--- src/rtl/systolic_operand_feeder.sv ---
// Operand feeder for the SIZE x SIZE systolic multiply array: buffers A rows / B columns
// and streams them as diagonally skewed lane words, one lane-selector instance per lane.

module systolic_feeder_lane #(
  parameter int DW    = 32,
  parameter int SIZE  = 6,
  parameter int IDX_W = 4,
  parameter int LANE  = 0
) (
  input  logic [SIZE*DW-1:0] line_i,
  input  logic [IDX_W:0]     t_i,
  input  logic [IDX_W-1:0]   n_i,
  output logic [DW-1:0]      word_o
);
  // Lane LANE carries element (t - LANE) of its stored line; anything outside the NxN window is 0.
  always_comb begin
    word_o = '0;
    if (n_i > IDX_W'(LANE)) begin
      for (int j = 0; j < SIZE; j++) begin
        if (n_i > IDX_W'(j) && t_i == (IDX_W+1)'(LANE + j))
          word_o = line_i[(SIZE-j)*DW-1 -: DW];
      end
    end
  end
endmodule

module systolic_operand_feeder #(
  parameter int DATA_WIDTH = 32,
  parameter int SIZE       = 6,
  parameter int IDX_W      = 4
) (
  input  logic                       clk,
  input  logic                       rst,
  input  logic                       wr_valid,
  output logic                       wr_ready,
  input  logic                       wr_mat,
  input  logic [IDX_W-1:0]           wr_idx,
  input  logic [SIZE*DATA_WIDTH-1:0] wr_line,
  input  logic                       go,
  input  logic [IDX_W-1:0]           n_in,
  output logic [SIZE*DATA_WIDTH-1:0] a_line,
  output logic [SIZE*DATA_WIDTH-1:0] b_line,
  output logic                       start_out,
  output logic [IDX_W-1:0]           n_out,
  output logic                       busy,
  output logic                       done,
  output logic                       err
);
  localparam int LW = SIZE*DATA_WIDTH;
  localparam logic [1:0] S_IDLE   = 2'd0;
  localparam logic [1:0] S_STREAM = 2'd1;
  localparam logic [1:0] S_DRAIN  = 2'd2;

  logic [1:0]             state_q, state_d;
  logic [IDX_W:0]         t_q, t_d, t_nxt, t_last, d_last;
  logic [IDX_W-1:0]       n_q, n_d, n_nxt;
  logic [SIZE-1:0][LW-1:0] a_mem_q, a_mem_d, b_mem_q, b_mem_d;
  logic [LW-1:0]          a_q, a_d, b_q, b_d, a_pat, b_pat;
  logic                   start_q, start_d, done_q, done_d, err_q, err_d;
  logic                   idle, wr_en, go_ok, load;

  assign idle   = (state_q == S_IDLE);
  assign wr_en  = wr_valid & idle;
  assign go_ok  = go & idle & (n_in != '0) & (n_in <= IDX_W'(SIZE));
  assign t_last = {n_q, 1'b0} - (IDX_W+1)'(2);
  assign d_last = {1'b0, n_q} - (IDX_W+1)'(1);

  // Lanes read the post-write memory so a write in the go cycle feeds the first pattern.
  always_comb begin
    a_mem_d = a_mem_q;
    b_mem_d = b_mem_q;
    for (int r = 0; r < SIZE; r++) begin
      if (wr_en && wr_idx == IDX_W'(r)) begin
        if (wr_mat) b_mem_d[r] = wr_line;
        else        a_mem_d[r] = wr_line;
      end
    end
  end

  for (genvar k = 0; k < SIZE; k++) begin : g_lane
    systolic_feeder_lane #(.DW(DATA_WIDTH), .SIZE(SIZE), .IDX_W(IDX_W), .LANE(k)) u_a (
      .line_i(a_mem_d[k]), .t_i(t_nxt), .n_i(n_nxt),
      .word_o(a_pat[(SIZE-k)*DATA_WIDTH-1 -: DATA_WIDTH]));
    systolic_feeder_lane #(.DW(DATA_WIDTH), .SIZE(SIZE), .IDX_W(IDX_W), .LANE(k)) u_b (
      .line_i(b_mem_d[k]), .t_i(t_nxt), .n_i(n_nxt),
      .word_o(b_pat[(SIZE-k)*DATA_WIDTH-1 -: DATA_WIDTH]));
  end

  always_comb begin
    state_d = state_q;
    t_d     = t_q;
    n_d     = n_q;
    start_d = start_q;
    done_d  = 1'b0;
    err_d   = 1'b0;
    load    = 1'b0;
    t_nxt   = t_q + (IDX_W+1)'(1);
    n_nxt   = n_q;
    case (state_q)
      S_IDLE: begin
        if (go_ok) begin
          state_d = S_STREAM;
          t_d     = '0;
          n_d     = n_in;
          start_d = 1'b1;
          load    = 1'b1;
          t_nxt   = '0;
          n_nxt   = n_in;
        end else if (go) begin
          err_d = 1'b1;
        end
      end
      S_STREAM: begin
        if (t_q == t_last) begin
          state_d = S_DRAIN;
          t_d     = '0;
        end else begin
          t_d  = t_q + (IDX_W+1)'(1);
          load = 1'b1;
        end
      end
      S_DRAIN: begin
        if (t_q == d_last) begin
          state_d = S_IDLE;
          t_d     = '0;
          start_d = 1'b0;
          done_d  = 1'b1;
        end else begin
          t_d = t_q + (IDX_W+1)'(1);
        end
      end
      default: begin
        state_d = S_IDLE;
        start_d = 1'b0;
      end
    endcase
    a_d = load ? a_pat : '0;
    b_d = load ? b_pat : '0;
  end

  always_ff @(posedge clk or negedge rst) begin
    if (!rst) begin
      state_q <= S_IDLE;
      t_q     <= '0;
      n_q     <= '0;
      a_mem_q <= '0;
      b_mem_q <= '0;
      a_q     <= '0;
      b_q     <= '0;
      start_q <= 1'b0;
      done_q  <= 1'b0;
      err_q   <= 1'b0;
    end else begin
      state_q <= state_d;
      t_q     <= t_d;
      n_q     <= n_d;
      a_mem_q <= a_mem_d;
      b_mem_q <= b_mem_d;
      a_q     <= a_d;
      b_q     <= b_d;
      start_q <= start_d;
      done_q  <= done_d;
      err_q   <= err_d;
    end
  end

  assign wr_ready  = idle & rst;
  assign a_line    = a_q;
  assign b_line    = b_q;
  assign start_out = start_q;
  assign n_out     = n_q;
  assign busy      = ~idle;
  assign done      = done_q;
  assign err       = err_q;
endmodule

--- config.mk ---
export PLATFORM = sky130hd
export DESIGN_NAME = systolic_operand_feeder
export DESIGN_NICKNAME = d
export VERILOG_FILES = /design/src/rtl/systolic_operand_feeder.sv
export SDC_FILE = /design/constraint.sdc
export NUM_CORES = 2
export LEC_CHECK = 0
export BUFFER_PORTS_ARGS = -buffer_cell sky130_fd_sc_hd__clkbuf_2
export CAP_MARGIN = 10
export CORE_ASPECT_RATIO = 0.8
export CORE_MARGIN = 4
export CORE_UTILIZATION = 44
export DETAILED_ROUTE_END_ITERATION = 12
export SLEW_MARGIN = 20
export SYNTH_ARGS = -nofsm -noshare
export SYNTH_HDL_FRONTEND = slang
export SYNTH_SLANG_ARGS = --single-unit
--- constraint.sdc ---
create_clock -name clk -period 3.6 [get_ports clk]
set_clock_uncertainty 0.1 [all_clocks]
set_input_delay 0.36 -clock clk [delete_from_list [all_inputs] [get_ports clk]]
set_output_delay 0.36 -clock clk [all_outputs]
set_load 0.02 [all_outputs]
=== Yosys cells after proc, flatten, opt, wreduce, memory -nomap -nowiden ===
Index checks and enable logic that the tools add are counted.

* $add $sub $neg: 3
* Magnitude comparators: 7
* Equality and inequality tests: 22
* Multiplexer cells: 133
* Bitwise operators: 7
* Reductions and logical operators: 50

{| class="wikitable"
|+ Operators with widths
! kind !! count
|-
| 192-bit two-way mux || 26
|-
| 32-bit two-way mux || 84
|-
| 1-bit logical AND || 42
|-
| 5-bit two-way mux || 5
|-
| 5-bit by 3-bit equality test with 1-bit output (second input constant) || 4
|-
| 5-bit by 4-bit equality test with 1-bit output (second input constant) || 3
|-
| 5-bit case mux with 3 select lines || 1
|-
| 5-bit by 2-bit equality test with 1-bit output (second input constant) || 2
|-
| 5-bit equality test || 2
|-
| 1-bit two-way mux || 9
|-
| 4-bit by 2-bit equality test with 1-bit output (second input constant) || 2
|-
| 4-bit by 3-bit equality test with 1-bit output (second input constant) || 2
|-
| 4-bit by 1-bit greater-than comparator with 1-bit output (second input constant) || 2
|-
| 4-bit by 2-bit greater-than comparator with 1-bit output (second input constant) || 2
|-
| 4-bit by 3-bit greater-than comparator with 1-bit output (second input constant) || 2
|-
| 4-bit two-way mux || 2
|-
| 2-bit two-way mux || 3
|-
| 2-bit case mux with 3 select lines || 1
|-
| 3-bit AND reduction || 2
|-
| 5-bit by 1-bit adder with 5-bit output (second input constant) || 1
|-
| 1-bit AND || 5
|-
| 5-bit by 1-bit equality test with 1-bit output (second input constant) || 1
|-
| 5-bit zero test || 1
|-
| 4-bit by 1-bit subtractor with 5-bit output (second input constant) || 1
|-
| 15 further kinds || 17
|}

* Register bits: 2,702
* Input port bits: 205
* Output and inout bits: 393
* Logic and storage cells: 242

=== Logic depth before layout (Yosys ltp) ===
* Depth in word-level cells: 16
* Mapped depth: 14
* Depth with buffers taken out: 9

=== Cells and area by module ===
A second synthesis with hierarchy kept.

* Cell total of the unflattened synthesis: 9,945
* Area total of the unflattened synthesis: 126,151.0 µm²

{| class="wikitable"
|+ By module, submodules not included
! module !! times used !! cells an instance !! area each (µm²) !! seq. area each (µm²)
|-
| systolic_operand_feeder || 1 || 5,995 || 99,035.0 || 67,614.8
|-
| systolic_feeder_lane at g_lane[3].u_a ... || 2 || 414 || 3,072.9 || 0.0
|-
| systolic_feeder_lane at g_lane[2].u_a ... || 2 || 359 || 2,586.2 || 0.0
|-
| systolic_feeder_lane at g_lane[4].u_a ... || 2 || 304 || 2,280.9 || 0.0
|-
| systolic_feeder_lane at g_lane[1].u_a ... || 2 || 331 || 2,010.7 || 0.0
|-
| systolic_feeder_lane at g_lane[0].u_a ... || 2 || 319 || 1,878.1 || 0.0
|-
| systolic_feeder_lane at g_lane[5].u_a ... || 2 || 248 || 1,729.2 || 0.0
|}

=== Least setup slack after synthesis ===
Ideal clock, no wire load.

* Path type: reg2reg
* From: register state_q[0]
* To: register a_q[67] (netlist: a_line[67])
* Library setup time: 119 ps
* Arrival: 3,015 ps
* Data required time: 3,381 ps
* Path slack: 366 ps
* Cell stages (with the launch flop): 13
* Path buffers: 4
* Period minus slack after synthesis: 3,234 ps
* Cells stage by stage: dfrtp_1 inv_1 ha_1 buf_2 inv_1 nor4b_1 and4b_1 clkbuf_1 buf_2 buf_2 mux2_2 a22oi_1 a21bo_2

{| class="wikitable"
|+ RTL lines
! element !! RTL line !! RTL
|-
| start, declared || 54 || <nowiki>logic [1:0] state_q, state_d;</nowiki>
|-
| start signal, assigned || 154 || <nowiki>state_q <= state_d;</nowiki>
|-
| end signal, assigned || 148 || <nowiki>a_q <= '0;</nowiki>
|-
| end signal, assigned || 159 || <nowiki>a_q <= a_d;</nowiki>
|-
| end, declared || 58 || <nowiki>logic [LW-1:0] a_q, a_d, b_q, b_d, a_pat, b_pat;</nowiki>
|}

=== Worst setup path after layout ===
* From: register state_q[0]
* To: register a_q[20] (netlist: a_line[20])

* Cells in the longest elaborated chain, start to end: 16
* Elaborated cells between the ends (all ways): 40
* Classes of those cells: order compare (6); eq/ne (7); mux (15); bitwise (4); reduce/logical (8)

{| class="wikitable"
|+ RTL lines
! element !! RTL line !! RTL
|-
| 2-bit zero test (*) || 62 || <nowiki>assign idle = (state_q == S_IDLE);</nowiki>
|-
| net idle || 60 || <nowiki>logic idle, wr_en, go_ok, load;</nowiki>
|-
| 1-bit AND (3 in a row) || 64 || <nowiki>assign go_ok = go & idle & (n_in != '0) & (n_in <= IDX_W'(SIZE));</nowiki>
|-
| 4-bit two-way mux / 5-bit two-way mux (equally long branches) (2 in a row) || n/a ||
|-
| 4-bit by 1-bit greater-than comparator with 1-bit output / 5-bit by 3-bit equality test with 1-bit output (equally long branches) || 20 || <nowiki>if (n_i > IDX_W'(j) && t_i == (IDX_W+1)'(LANE + j))</nowiki>
|-
| 1-bit logical AND || 20 ||
|-
| 32-bit two-way mux (6 in a row) || 20 ||
|-
| 32-bit two-way mux || 18 || <nowiki>if (n_i > IDX_W'(LANE)) begin</nowiki>
|-
| 192-bit two-way mux (*) || 137 || <nowiki>a_d = load ? a_pat : '0;</nowiki>
|-
| net a_d[20] || 58 ||
|}

Mark *: on every way through the listed nets, which the timed path passes. The rest lies on a longest branch.
A chain may end at the register's enable or synchronous reset.

==> out/qor.yml <==
wl_per_cell_microns: 36.2
dp_hpwl_microns: 295000
ys.flop_type: "dfrtp_1"
cellLeakagePower_nw: 63.9
final_cell_mix: "2702 x dfrtp_1, 2285 x mux2_2, 596 x clkbuf_2"
cp.required_ns: 4.25
fill_cells: 21300
hold_viol: 0
ys_seq_area_share_pct: 60.5
synth_edf_count: 0
p_comb_share_pct: 19.3
antenna_found_initial: 150
cp-start-kind: "flip-flop"
ant_nets: 0
die_area_sq_mm: 0.262
max_freq_ghz: 0.280
dr.pass1.iters: 5
crit_path_max_fanout: 43
clock_latency_ns: 0.88
async_flop_share_pct: 100
timing.slew.headroom_pct: 21.1
final_max_slew_viol_count: 0
synth.net_count: 8143
netSwitchingPower_mw: 23.6
slowest_stage: "a211oi_1"
pin_count: 598
root_buffer: "clkbuf_16"
synth_cells: 7931
vias_per_cell: 6.48
ys_ff_latch: 2702
syn_to_final_growth_pct: 17.8
cp_common_cell: "buf_4"
clock-sinks: 2702
final_common_cell: "dfrtp_1"
wirelength_microns: 440000
cts_buffers: 284
grt_first_pass_wirelength_microns: 614000
die_w_microns: 572
finalCriticalPeriod_ns: 3.57
internal_power_mw: 62.1
dpl_cell_area_sq_mm: 0.122
max-clock-path-buffers: 4
yosysWarnings: 0
htreeDepth: 5
initial_core_util_pct: 44.3
setup_viol: 0
worstPathCellList: "inv_1, ha_2, nand4b_1, a211o_1, nand3_1, buf_4, o22ai_4, buf_12, buf_4, a211oi_1, o31ai_1, buf_4"
cp-end-kind: "flip-flop"
post-route-period-util_pct: 99.0
hold_class: "input port to flip-flop"
drt_iter0_drc: 9893
power_density_mw_per_mm2: 651
status: "complete, no violations"
rows: 165
cp.buffers_inverters: 5
clockPowerShare_pct: 34.5
drive_gt1_share_pct: 45.0
routabilityCongestion: 0.931
seqPwrFrac_pct: 46.3
final_area_sq_mm: 0.132
drc: 0
synth.distinct_cells: 76
synth_area_sq_mm: 0.112
clk_pin_slew_worst_paths_ns: 0.06
portBuffers: 597
critPathKind: "flip-flop to flip-flop"
core_area_sq_mm: 0.253
cap_violations: 0
switching_share_pct: 27.6
worstMarginPinSlew_ns: 1.18
grt_max_degree: 162
peakVddDrop_mv: 0.405
overflow: 0
tns_ns: 0
cp_top_family: "compound AO/OA/AOI/OAI gates"
cts_tree: "yes"
cpPeakStageDelay_ns: 0.60
rsz0062_at_grt: "true"
grt_pass1_vias: 77900
track_usage_pct: 32.9
die_y_microns: 459
arrival_ns: 4.22
vias: 78700
layout.nets: 8776
synth.avg_cell_area_sq_um: 14.1
-- logic make-up (layout without fill, tap and decap cells) --
family | count (synthesis) | count (layout) | share of synthesized area, %
and+or+nand+nor | 656 | 657 | 3.12
other | 0 | 46 | 0
adders and majority gates | 7 | 7 | 0.0783
muxes | 2304 | 2304 | 23.2
AOI/OAI and AO/OA | 1413 | 1413 | 10.1
xor gates and xnor gates | 12 | 12 | 0.119
DFF | 2702 | 2702 | 60.5
buffers and inverters | 837 | 1674 | 2.95
-- state kept, by name, indices dropped and copies added, names as in the netlist, 2 cells and up --
register  cells
a_mem_q    1152
n_out         4
t_q           5
b_line      192
b_mem_q    1152
a_line      192
state_q       2
-- cells in the mapped netlist, types with 33 or more instances --
library cell | count | area [sq um]
o31ai_1 | 41 | 308
a22o_1 | 54 | 473
o22a_1 | 72 | 631
dfrtp_1 | 2702 | 67600
nand3b_1 | 44 | 330
nor4_1 | 51 | 319
buf_1 | 60 | 225
a211o_1 | 33 | 289
nor3_1 | 109 | 546
o21ai_1 | 35 | 175
a221o_1 | 229 | 2290
nand2_1 | 125 | 469
o211a_1 | 47 | 470
o21ai_0 | 35 | 175
a32oi_1 | 63 | 552
nor2_1 | 85 | 319
nor2b_1 | 54 | 338
a211oi_1 | 90 | 676
buf_2 | 78 | 390
nand3_1 | 61 | 305
o22ai_1 | 280 | 1750
mux2_2 | 2285 | 25700
a22oi_1 | 131 | 983
nand4_1 | 69 | 432
clkbuf_1 | 658 | 2470
a221oi_1 | 148 | 1300
o221ai_1 | 39 | 342
a21oi_1 | 34 | 170
-- layer usage --
layer | GRT usage [%] | vias to the layer above | share of wire [%]
met5 | 0 | - | 0.018
met4 | 11.9 | 14 | 3.9
met3 | 9.87 | 785 | 12
met2 | 44.7 | 4561 | 41
met1 | 49.3 | 42400 | 43
li1 | - | 30900 | -
-- per-stage QoR --
stage               worst slack (ns)  std cells  utilization (%)  hold slack [ns]  power (mW)
floorplan                      0.366       7931                -          -0.0356        50.2
detailed placement            -0.237      11600             48.3            0.223        56.4
CTS                           0.0193      12100             52.0          0.00796        85.8
global route                 -0.0320      12100             52.1           0.0732        89.1
global placement              -0.242      11600             48.3            0.222        55.4
finish                        0.0348      12200             52.1           0.0959        85.8
-- worst paths after layout --
check | slack, ns | start | to | cells after the start
min in group asynchronous | 0.14 | rst | a_line[108] | 3
max | 0.03 | state_q[0] | a_line[20] | 12
max in group asynchronous | 2.07 | rst | a_line[54] | 4
min | 0.1 | wr_line[174] | b_mem_q[1134] | 2
max reg2reg | 0.03 | state_q[0] | a_line[20] | 12
min reg2reg | 0.38 | b_mem_q[1141] | b_mem_q[1141] | 2
-- final cells by class --
class / count / area (sq um) / area share (%)
inverter: 31 / 116 / 0.0883
antenna: 46 / 115 / 0.0874
sequential: 2702 / 67600 / 51.3
clock inverter: 70 / 835 / 0.633
multi-input combinational: 4393 / 41400 / 31.4
timing repair buffer: 1152 / 9180 / 6.97
clock buffer: 421 / 8360 / 6.34
tap: 3340 / 4180 / 3.17
-- power by group through the flow --
stage | clock (mW) | sequential (mW) | combinational (mW)
4_1_cts | 29.8 | 39.7 | 16.2
2_1_floorplan | 0 | 39.5 | 10.7
3_5_place_dp | 0 | 40.3 | 16.2
6_report | 29.6 | 39.7 | 16.5
5_1_grt | 31.1 | 40.3 | 17.7
3_3_place_gp | 0 | 39.8 | 15.5
-- what timing repair did --
item / 4_1_cts / 5_1_grt
setup buffers: 2 / 3
setup endpoints to repair: 22 / 143
resized for setup: 7 / 14
gates cloned: 0 / 3
endpoints found under the hold margin: 580 / 0
pin swaps: 2 / 2
hold buffers: 13 / 0
No activity file was read; power rests on OpenSTA's default activity.
